===== src/rtl/jzjpcc_fetch_control.sv =====
// jzjpcc_fetch_control
// Fetch-stage PC sequencing: chooses each cycle between holding the PC,
// incrementing it, or loading a redirect target. Taken branches from execute
// take priority over jumps from decode. A redirect that arrives while
// instruction memory is busy is parked in a pending register until memory can
// accept it. An ebreak halt state freezes fetch until an external resume.
//
// Optional build feature: define JZJPCC_FETCH_PERF_COUNTERS_EN to get real
// redirect and stall-cycle counters. Without it, both counter ports are tied
// to zero and no counter flops exist.

module jzjpcc_fetch_control #(
    parameter int COUNTER_WIDTH = 32
) (
    input  logic                     clock,
    input  logic                     reset,
    input  logic                     hazardStall,
    input  logic                     imemReady,
    input  logic                     branchTaken,
    input  logic [31:2]              branchTarget,
    input  logic                     jumpRequest,
    input  logic [31:2]              jumpTarget,
    input  logic                     haltRequest,
    input  logic                     resume,
    output logic                     pcStall,
    output logic                     pcWriteEnable,
    output logic [31:2]              newPC,
    output logic                     flushFetch,
    output logic                     flushDecode,
    output logic                     halted,
    output logic [COUNTER_WIDTH-1:0] redirectCount,
    output logic [COUNTER_WIDTH-1:0] stallCycleCount
);

    typedef enum logic [1:0] {
        ST_RUN      = 2'd0,
        ST_WAIT_MEM = 2'd1,
        ST_HALTED   = 2'd2
    } state_t;

    state_t      r_state;
    logic        r_pending_valid;
    logic [31:2] r_pending_target;

    state_t      w_state_next;
    logic        w_pending_valid_next;
    logic [31:2] w_pending_target_next;

    logic        w_pc_stall;
    logic        w_pc_write_enable;
    logic [31:2] w_target;
    logic        w_flush_fetch;
    logic        w_flush_decode;
    logic        w_halted;
    logic        w_redirect;
    logic [31:2] w_redirect_target;
    logic        w_wait_target_sel;

    // Next-state and raw output decode from state, pending register and requests
    always_comb begin
        w_state_next          = r_state;
        w_pending_valid_next  = r_pending_valid;
        w_pending_target_next = r_pending_target;
        w_pc_stall            = 1'b0;
        w_pc_write_enable     = 1'b0;
        w_target              = 30'd0;
        w_flush_fetch         = 1'b0;
        w_flush_decode        = 1'b0;
        w_halted              = 1'b0;
        w_redirect            = 1'b0;
        w_redirect_target     = 30'd0;
        w_wait_target_sel     = 1'b0;

        case (r_state)
            ST_RUN: begin
                if (haltRequest) begin
                    // ebreak wins over any redirect in the same cycle
                    w_state_next   = ST_HALTED;
                    w_pc_stall     = 1'b1;
                    w_flush_fetch  = 1'b1;
                    w_flush_decode = 1'b1;
                end else begin
                    if (branchTaken) begin
                        w_redirect        = 1'b1;
                        w_redirect_target = branchTarget;
                        w_flush_fetch     = 1'b1;
                        w_flush_decode    = 1'b1;
                    end else if (jumpRequest && !hazardStall) begin
                        w_redirect        = 1'b1;
                        w_redirect_target = jumpTarget;
                        w_flush_fetch     = 1'b1;
                    end else begin
                        w_redirect        = 1'b0;
                    end

                    if (w_redirect) begin
                        if (imemReady) begin
                            w_pc_write_enable = 1'b1;
                            w_target          = w_redirect_target;
                        end else begin
                            // Memory busy: park the target and keep fetch frozen
                            w_pc_stall            = 1'b1;
                            w_pending_valid_next  = 1'b1;
                            w_pending_target_next = w_redirect_target;
                            w_state_next          = ST_WAIT_MEM;
                        end
                    end else begin
                        w_pc_stall = hazardStall | ~imemReady;
                    end
                end
            end

            ST_WAIT_MEM: begin
                w_flush_fetch = 1'b1;
                if (haltRequest) begin
                    // Keep the parked redirect so it is applied after resume
                    w_state_next   = ST_HALTED;
                    w_pc_stall     = 1'b1;
                    w_flush_decode = 1'b1;
                end else begin
                    w_wait_target_sel = branchTaken;
                    w_flush_decode    = branchTaken;
                    if (w_wait_target_sel) begin
                        w_redirect_target = branchTarget;
                    end else begin
                        w_redirect_target = r_pending_target;
                    end

                    if (imemReady) begin
                        w_pc_write_enable    = 1'b1;
                        w_target             = w_redirect_target;
                        w_pending_valid_next = 1'b0;
                        w_state_next         = ST_RUN;
                    end else begin
                        w_pc_stall            = 1'b1;
                        w_pending_target_next = w_redirect_target;
                    end
                end
            end

            ST_HALTED: begin
                w_pc_stall    = 1'b1;
                w_flush_fetch = 1'b1;
                w_halted      = 1'b1;
                if (resume) begin
                    if (r_pending_valid) begin
                        w_state_next = ST_WAIT_MEM;
                    end else begin
                        w_state_next = ST_RUN;
                    end
                end else begin
                    w_state_next = ST_HALTED;
                end
            end

            default: begin
                // Unreachable encoding: recover to a clean running state
                w_state_next          = ST_RUN;
                w_pending_valid_next  = 1'b0;
                w_pending_target_next = 30'd0;
                w_pc_stall            = 1'b1;
                w_flush_fetch         = 1'b1;
                w_flush_decode        = 1'b1;
            end
        endcase
    end

    // State and pending-redirect registers with synchronous reset
    always_ff @(posedge clock) begin
        if (reset) begin
            r_state          <= ST_RUN;
            r_pending_valid  <= 1'b0;
            r_pending_target <= 30'd0;
        end else begin
            r_state          <= w_state_next;
            r_pending_valid  <= w_pending_valid_next;
            r_pending_target <= w_pending_target_next;
        end
    end

    // Reset forces a frozen, fully flushed pipeline; newPC is zero unless written
    assign pcStall       = reset ? 1'b1 : w_pc_stall;
    assign pcWriteEnable = reset ? 1'b0 : w_pc_write_enable;
    assign newPC         = (reset || !w_pc_write_enable) ? 30'd0 : w_target;
    assign flushFetch    = reset ? 1'b1 : w_flush_fetch;
    assign flushDecode   = reset ? 1'b1 : w_flush_decode;
    assign halted        = reset ? 1'b0 : w_halted;

`ifdef JZJPCC_FETCH_PERF_COUNTERS_EN
    localparam logic [COUNTER_WIDTH-1:0] CNT_ZERO = {COUNTER_WIDTH{1'b0}};
    localparam logic [COUNTER_WIDTH-1:0] CNT_ONE  = {{(COUNTER_WIDTH-1){1'b0}}, 1'b1};

    logic [COUNTER_WIDTH-1:0] r_redirect_count;
    logic [COUNTER_WIDTH-1:0] r_stall_cycle_count;

    // Wrapping performance counters: applied redirects and non-halt stall cycles
    always_ff @(posedge clock) begin
        if (reset) begin
            r_redirect_count    <= CNT_ZERO;
            r_stall_cycle_count <= CNT_ZERO;
        end else begin
            if (pcWriteEnable) begin
                r_redirect_count <= r_redirect_count + CNT_ONE;
            end else begin
                r_redirect_count <= r_redirect_count;
            end
            if (pcStall && !halted) begin
                r_stall_cycle_count <= r_stall_cycle_count + CNT_ONE;
            end else begin
                r_stall_cycle_count <= r_stall_cycle_count;
            end
        end
    end

    assign redirectCount   = r_redirect_count;
    assign stallCycleCount = r_stall_cycle_count;
`else
    assign redirectCount   = {COUNTER_WIDTH{1'b0}};
    assign stallCycleCount = {COUNTER_WIDTH{1'b0}};
`endif

endmodule


===== config.mk =====
export PLATFORM = sky130hd
export DESIGN_NAME = jzjpcc_fetch_control
export DESIGN_NICKNAME = d
export VERILOG_FILES = /design/src/rtl/jzjpcc_fetch_control.sv
export SDC_FILE = /design/constraint.sdc
export NUM_CORES = 1
export LEC_CHECK = 0
export CORE_MARGIN = 5
export CORE_UTILIZATION = 40
export CTS_BUF_LIST = sky130_fd_sc_hd__clkbuf_8 sky130_fd_sc_hd__clkbuf_16
export DETAILED_ROUTE_END_ITERATION = 8
export PLACE_DENSITY = 0.89
export SKIP_CTS_REPAIR_TIMING = 1
export SLEW_MARGIN = 30
export SYNTH_ARGS = -nofsm -noshare
export SYNTH_HDL_FRONTEND = slang
export SYNTH_SLANG_ARGS = --single-unit

===== constraint.sdc =====
create_clock -name clock -period 1.96 [get_ports clock]
set_input_delay 0.392 -clock clock [delete_from_list [all_inputs] [get_ports clock]]
set_output_delay 0.392 -clock clock [all_outputs]
set_load 0.1 [all_outputs]

Word-level counts from Yosys, hierarchy flattened
Cells that the tools add are included.

storage, ports and cells
  output and inout port bits = 99
  word-level logic and storage cells = 81
  bits of input ports = 68
  register bits = 33

operators by class
  reductions and logical operators = 8
  bitwise logic cells = 3
  multiplexer cells = 56
  equal/unequal tests = 11

operators with widths
  kind                                                             number
  30-bit two-way mux                                               14
  30-bit case mux with 3 select lines                              1
  30-bit case mux with 2 select lines                              1
  1-bit two-way mux                                                29
  2-bit two-way mux                                                6
  6-bit AND reduction                                              2
  2-bit != test, second input constant                             5
  3-bit != test, second input constant                             2
  1-bit case mux with 3 select lines                               2
  2-bit case mux with 3 select lines                               1
  1-bit case mux with 2 select lines                               2
  3-bit by 2-bit != test with 1-bit output, second input constant  1
  3-bit AND reduction                                              1
  2-bit by 1-bit == test with 1-bit output, second input constant  1
  2-bit == test, second input constant                             1
  1-bit logical NOT                                                2
  2-bit logical NOT                                                1
  2-bit by 1-bit != test with 1-bit output, second input constant  1
  1-bit NOT                                                        2
  1-bit logical AND                                                1
  1-bit logical OR                                                 1
  1-bit bitwise OR                                                 1

Logic depth before layout (Yosys ltp)
  depth in word-level cells = 12
  mapped depth = 6

Worst setup path before layout
No wires, ideal clock.

  kind = input-to-output
  start = input port reset
  end = output port newPC[30] (netlist bit)
  buffers on the path = 1
  data arrival time = 4,129 ps
  stages on the path = 4
  data required time = 1,568 ps
  slack = -2,561 ps
  path through = clkbuf_1 > nor3_1 > o211ai_1 > nor4b_1

on the way
  cells in the longest elaborated chain, start to end = 2

ends and longest elaborated chain
  element             RTL line  source
  start: declaration  16        input logic reset,
  1-bit logical OR    184       assign newPC = (reset || !w_pc_write_enable) ? 30'd0 : w_target;
  30-bit two-way mux  184
  end: declaration    27        output logic [31:2] newPC,

Every way passes these cells.

Worst setup path in the final report
  start = register r_state[0]
  end = output port newPC[7] (netlist bit)

on the way
  cells in the longest elaborated chain, start to end = 5
  elaborated cells between the ends (all ways) = 7
  classes of those cells = eq/ne (1); mux (3); reduce/logical (3)

ends and longest elaborated chain
  element                                                                               RTL line  source
  start: declaration                                                                    41        state_t r_state;
  start signal: assignment                                                              175       r_state <= w_state_next;
  2-bit by 1-bit == test with 1-bit output / 2-bit logical NOT (equally long branches)  74        case (r_state)
  1-bit case mux with 2 select lines                                                    74
  1-bit logical NOT                                                                     184
  1-bit logical OR                                                                      184
  30-bit two-way mux (*)                                                                184

Every way passes the cells marked *; elsewhere a longest branch is shown, timed or not.

==> results.py <==
metrics = {
    "power": {
        "p_switching_mw": 1.326,
        "swShare_pct": 48.92,
        "total_power_mw": 2.709,
        "power.share.clock_pct": 18.7,
        "peakVddDrop_mv": 0.2408,
        "internal_power_mw": 1.384,
        "power_density_nw_per_um2": 495.3,
        "combPwrFrac_pct": 53.6,
        "seq_power_share_pct": 27.7,
        "p_leak_nw": 2.154,
    },
    "drt": {
        "detail-route-antenna-nets": 0,
        "vias_per_cell": 5.936,
        "drt-total-wl_mm": 11.94,
        "drc": 0,
        "first_pass_iters": 5,
        "drt_iter0_drc": 198,
        "post_drt_wl_per_cell_um": 20.00,
        "via_count": 3544,
    },
    "yosys": {
        "ys_seq_area_share_pct": 21.90,
        "synth.distinct_cells": 35,
        "syn_area_um2": 3017,
        "ys_warn_count": 0,
        "synth_top_family_by_area": "compound AO/OA/AOI/OAI gates",
        "synth-main-ff-cell": "dfxtp_1",
        "synthXorXnorAreaFrac_pct": 0,
        "ys_ff_latch": 33,
        "syn_avg_cell_area_um2": 8.450,
        "synth_simple_gate_area_share_pct": 12.40,
        "synth_fa_ha_area_share_pct": 0,
        "muxShareOfSynthArea_pct": 0.4977,
        "synth_edf_count": 0,
        "synth_compound_area_share_pct": 41.27,
        "netlist_instances": 357,
        "async_flop_share_pct": 0,
    },
    "critical_path": {
        "worstPathArrival_ps": 1820,
        "end_kind": "primary output",
        "cp_max_fo": 8,
        "start_kind": "register",
        "cp.required_ps": 1570,
        "worst-setup-path-type": "reg2out",
    },
    "cells_and_area": {
        "final_util_pct": 75.02,
        "nets": 564,
        "final_area_um2": 5470,
        "fillCellCount": 477,
        "drive_gt1_share_pct": 38.03,
        "area_delta_synth_final_pct": 81.34,
    },
    "floorplanning": {
        "ioPinCount": 167,
        "dieArea_um2": 9378,
        "fp.dieW_um": 96.84,
        "rows": 31,
        "core_area_um2": 7292,
        "dieHeight_um": 96.84,
        "floorplan.initialDensity_pct": 41.37,
    },
    "placement": {
        "io_buffers": 102,
        "place_hpwl_mm": 7.835,
        "placed_area_um2": 4999,
        "gp_congestion": 0.8366,
    },
    "timing": {
        "setup_viol_count_final": 33,
        "drv_slew": 0,
        "fin_skew_ps": 5.320,
        "min_period_ps": 2215,
        "timing.final.hold_violations": 0,
        "clock.fmax_mhz": 451.5,
        "setup_slack_ps": -255.1,
        "rsz0062_at_grt": "yes",
        "post-route-period-util_pct": 113.0,
        "tns_ps": -6700,
    },
    "global_routing": {
        "first_global_vias": 3487,
        "antenna_found_initial": 1,
        "grt_overflow": 0,
        "grt_use_total_pct": 21.12,
        "grt_pass1_wl_mm": 17.02,
        "grt_max_degree": 54,
    },
    "outcome": {
        "status": "complete, but fails checks",
        "violations": "setup timing",
    },
    "clocking": {
        "cts_tree": "yes",
        "clk_latency_ps": 290,
        "clk_pin_slew_ps": 70,
        "htreeDepth": 2,
        "cts_buffers": 5,
        "clockBufferDepth": 2,
        "cts.sinks": 33,
        "cts_root_buf": "clkbuf_8",
    },
    "flow_run": {
        "drv_cap": 0,
    },
    "worst_hold_path": {
        "hp-class": "reg2reg",
    },
}
-- layout by cell type, fill, tap and decap left out, types with 2 or more instances in the layout --
cell type,count
dfxtp_1,31
clkbuf_16,5
clkinv_2,2
a32oi_1,15
conb_1,64
a21o_1,29
buf_6,7
nor2_4,2
clkdlybuf4s50_1,62
a311oi_2,4
buf_4,59
dlymetal6s2s_1,4
o32ai_1,25
o211ai_1,2
a21oi_4,29
inv_1,6
o32ai_2,4
nand4b_1,29
nor3_4,2
nor2b_2,2
a311oi_1,25
nor2b_4,3
nor2b_1,2
clkbuf_8,5
a21oi_1,2
a32oi_2,14
buf_12,41
dfxtp_4,2
-- routing by layer --
metal	part of all wire, %	global-route usage [%]	up-vias
met2	53	39.49	215
met5	0	0	-
li1	-	-	1592
met1	36	23.26	1702
met3	8.0	5.252	35
met4	2.9	6.371	0
-- path summary, 6_finish.rpt --
check        depth (start not counted)  slack (ps)       startpoint                   end
max                                  6        -260       r_state[0]              newPC[7]
min                                  2         500  r_pending_valid            r_state[0]
max reg2reg                          8          20       r_state[0]  r_pending_target[21]
min reg2reg                          2         500  r_pending_valid            r_state[0]
-- power by group through the flow --
| stage | clock, mW | combinational (mW) | sequential (mW) |
|---|---|---|---|
| after floorplan | 0 | 1.10 | 0.748 |
| after global placement | 0 | 1.31 | 0.756 |
| after detailed placement | 0 | 1.33 | 0.761 |
| after CTS | 0.517 | 1.33 | 0.745 |
| after global routing | 0.540 | 1.50 | 0.755 |
| final | 0.507 | 1.45 | 0.751 |
-- synthesized netlist by cell type (2+ instances only) --
| master | count | share of area [%] |
|---|---|---|
| nand4b_1 | 29 | 8.4 |
| clkbuf_1 | 28 | 3.5 |
| buf_1 | 4 | 0.50 |
| buf_2 | 10 | 1.7 |
| o211ai_1 | 2 | 0.50 |
| nor2_1 | 3 | 0.37 |
| a21o_1 | 29 | 7.2 |
| buf_6 | 4 | 1.5 |
| inv_1 | 6 | 0.75 |
| nor3_1 | 2 | 0.33 |
| a311oi_2 | 4 | 2.0 |
| dfxtp_1 | 33 | 22 |
| nand2_1 | 2 | 0.25 |
| a311oi_1 | 25 | 7.3 |
| nor2b_1 | 7 | 1.5 |
| a21oi_1 | 31 | 5.1 |
| o32ai_1 | 29 | 8.4 |
| a32oi_1 | 29 | 8.4 |
| buf_4 | 64 | 16 |
-- cell families (layout without fill, tap and decap cells) --
logic type | after synthesis | in the layout
AND/OR/NAND/NOR | 49 | 49
flip-flops | 33 | 33
multiplexers | 1 | 1
other | 1 | 65
buffers and inverters | 116 | 193
AO/OA/AOI/OAI | 157 | 157
-- flip-flops by register name (all words and copies together), names as in the netlist --
| name | flops |
|---|---|
| r_state | 2 |
| r_pending_valid | 1 |
| r_pending_target | 30 |
-- stage by stage --
step	hold slack (ps)	setup WS [ps]	instances
after floorplan	447.9	-895.2	420
after global placement	462.7	-360.6	576
after detailed placement	473.0	-434.5	576
after CTS	498.2	-441.4	584
after global routing	512.6	-306.1	597
final	499.9	-255.1	597
-- worst max-delay path: stages (launching register included) --
cell and delay, ps:
dfxtp_4 360, or2_4 240, o211ai_1 290, buf_4 240
buf_12 180, a21oi_4 50, buf_12 180
-- layout make-up --
| class | count | area, µm² | share of cell area (%) |
|---|---|---|---|
| Sequential cell | 33 | 668.1 | 12.21 |
| Clock inverter | 3 | 13.76 | 0.2516 |
| Multi-Input combinational cell | 271 | 2427 | 44.37 |
| Antenna cell | 1 | 2.502 | 0.04575 |
| Inverter | 6 | 22.52 | 0.4117 |
| Timing Repair Buffer | 179 | 2143 | 39.18 |
| Clock buffer | 5 | 68.82 | 1.258 |
| Tap cell | 99 | 123.9 | 2.264 |
Power figures use the tool's default switching activity.
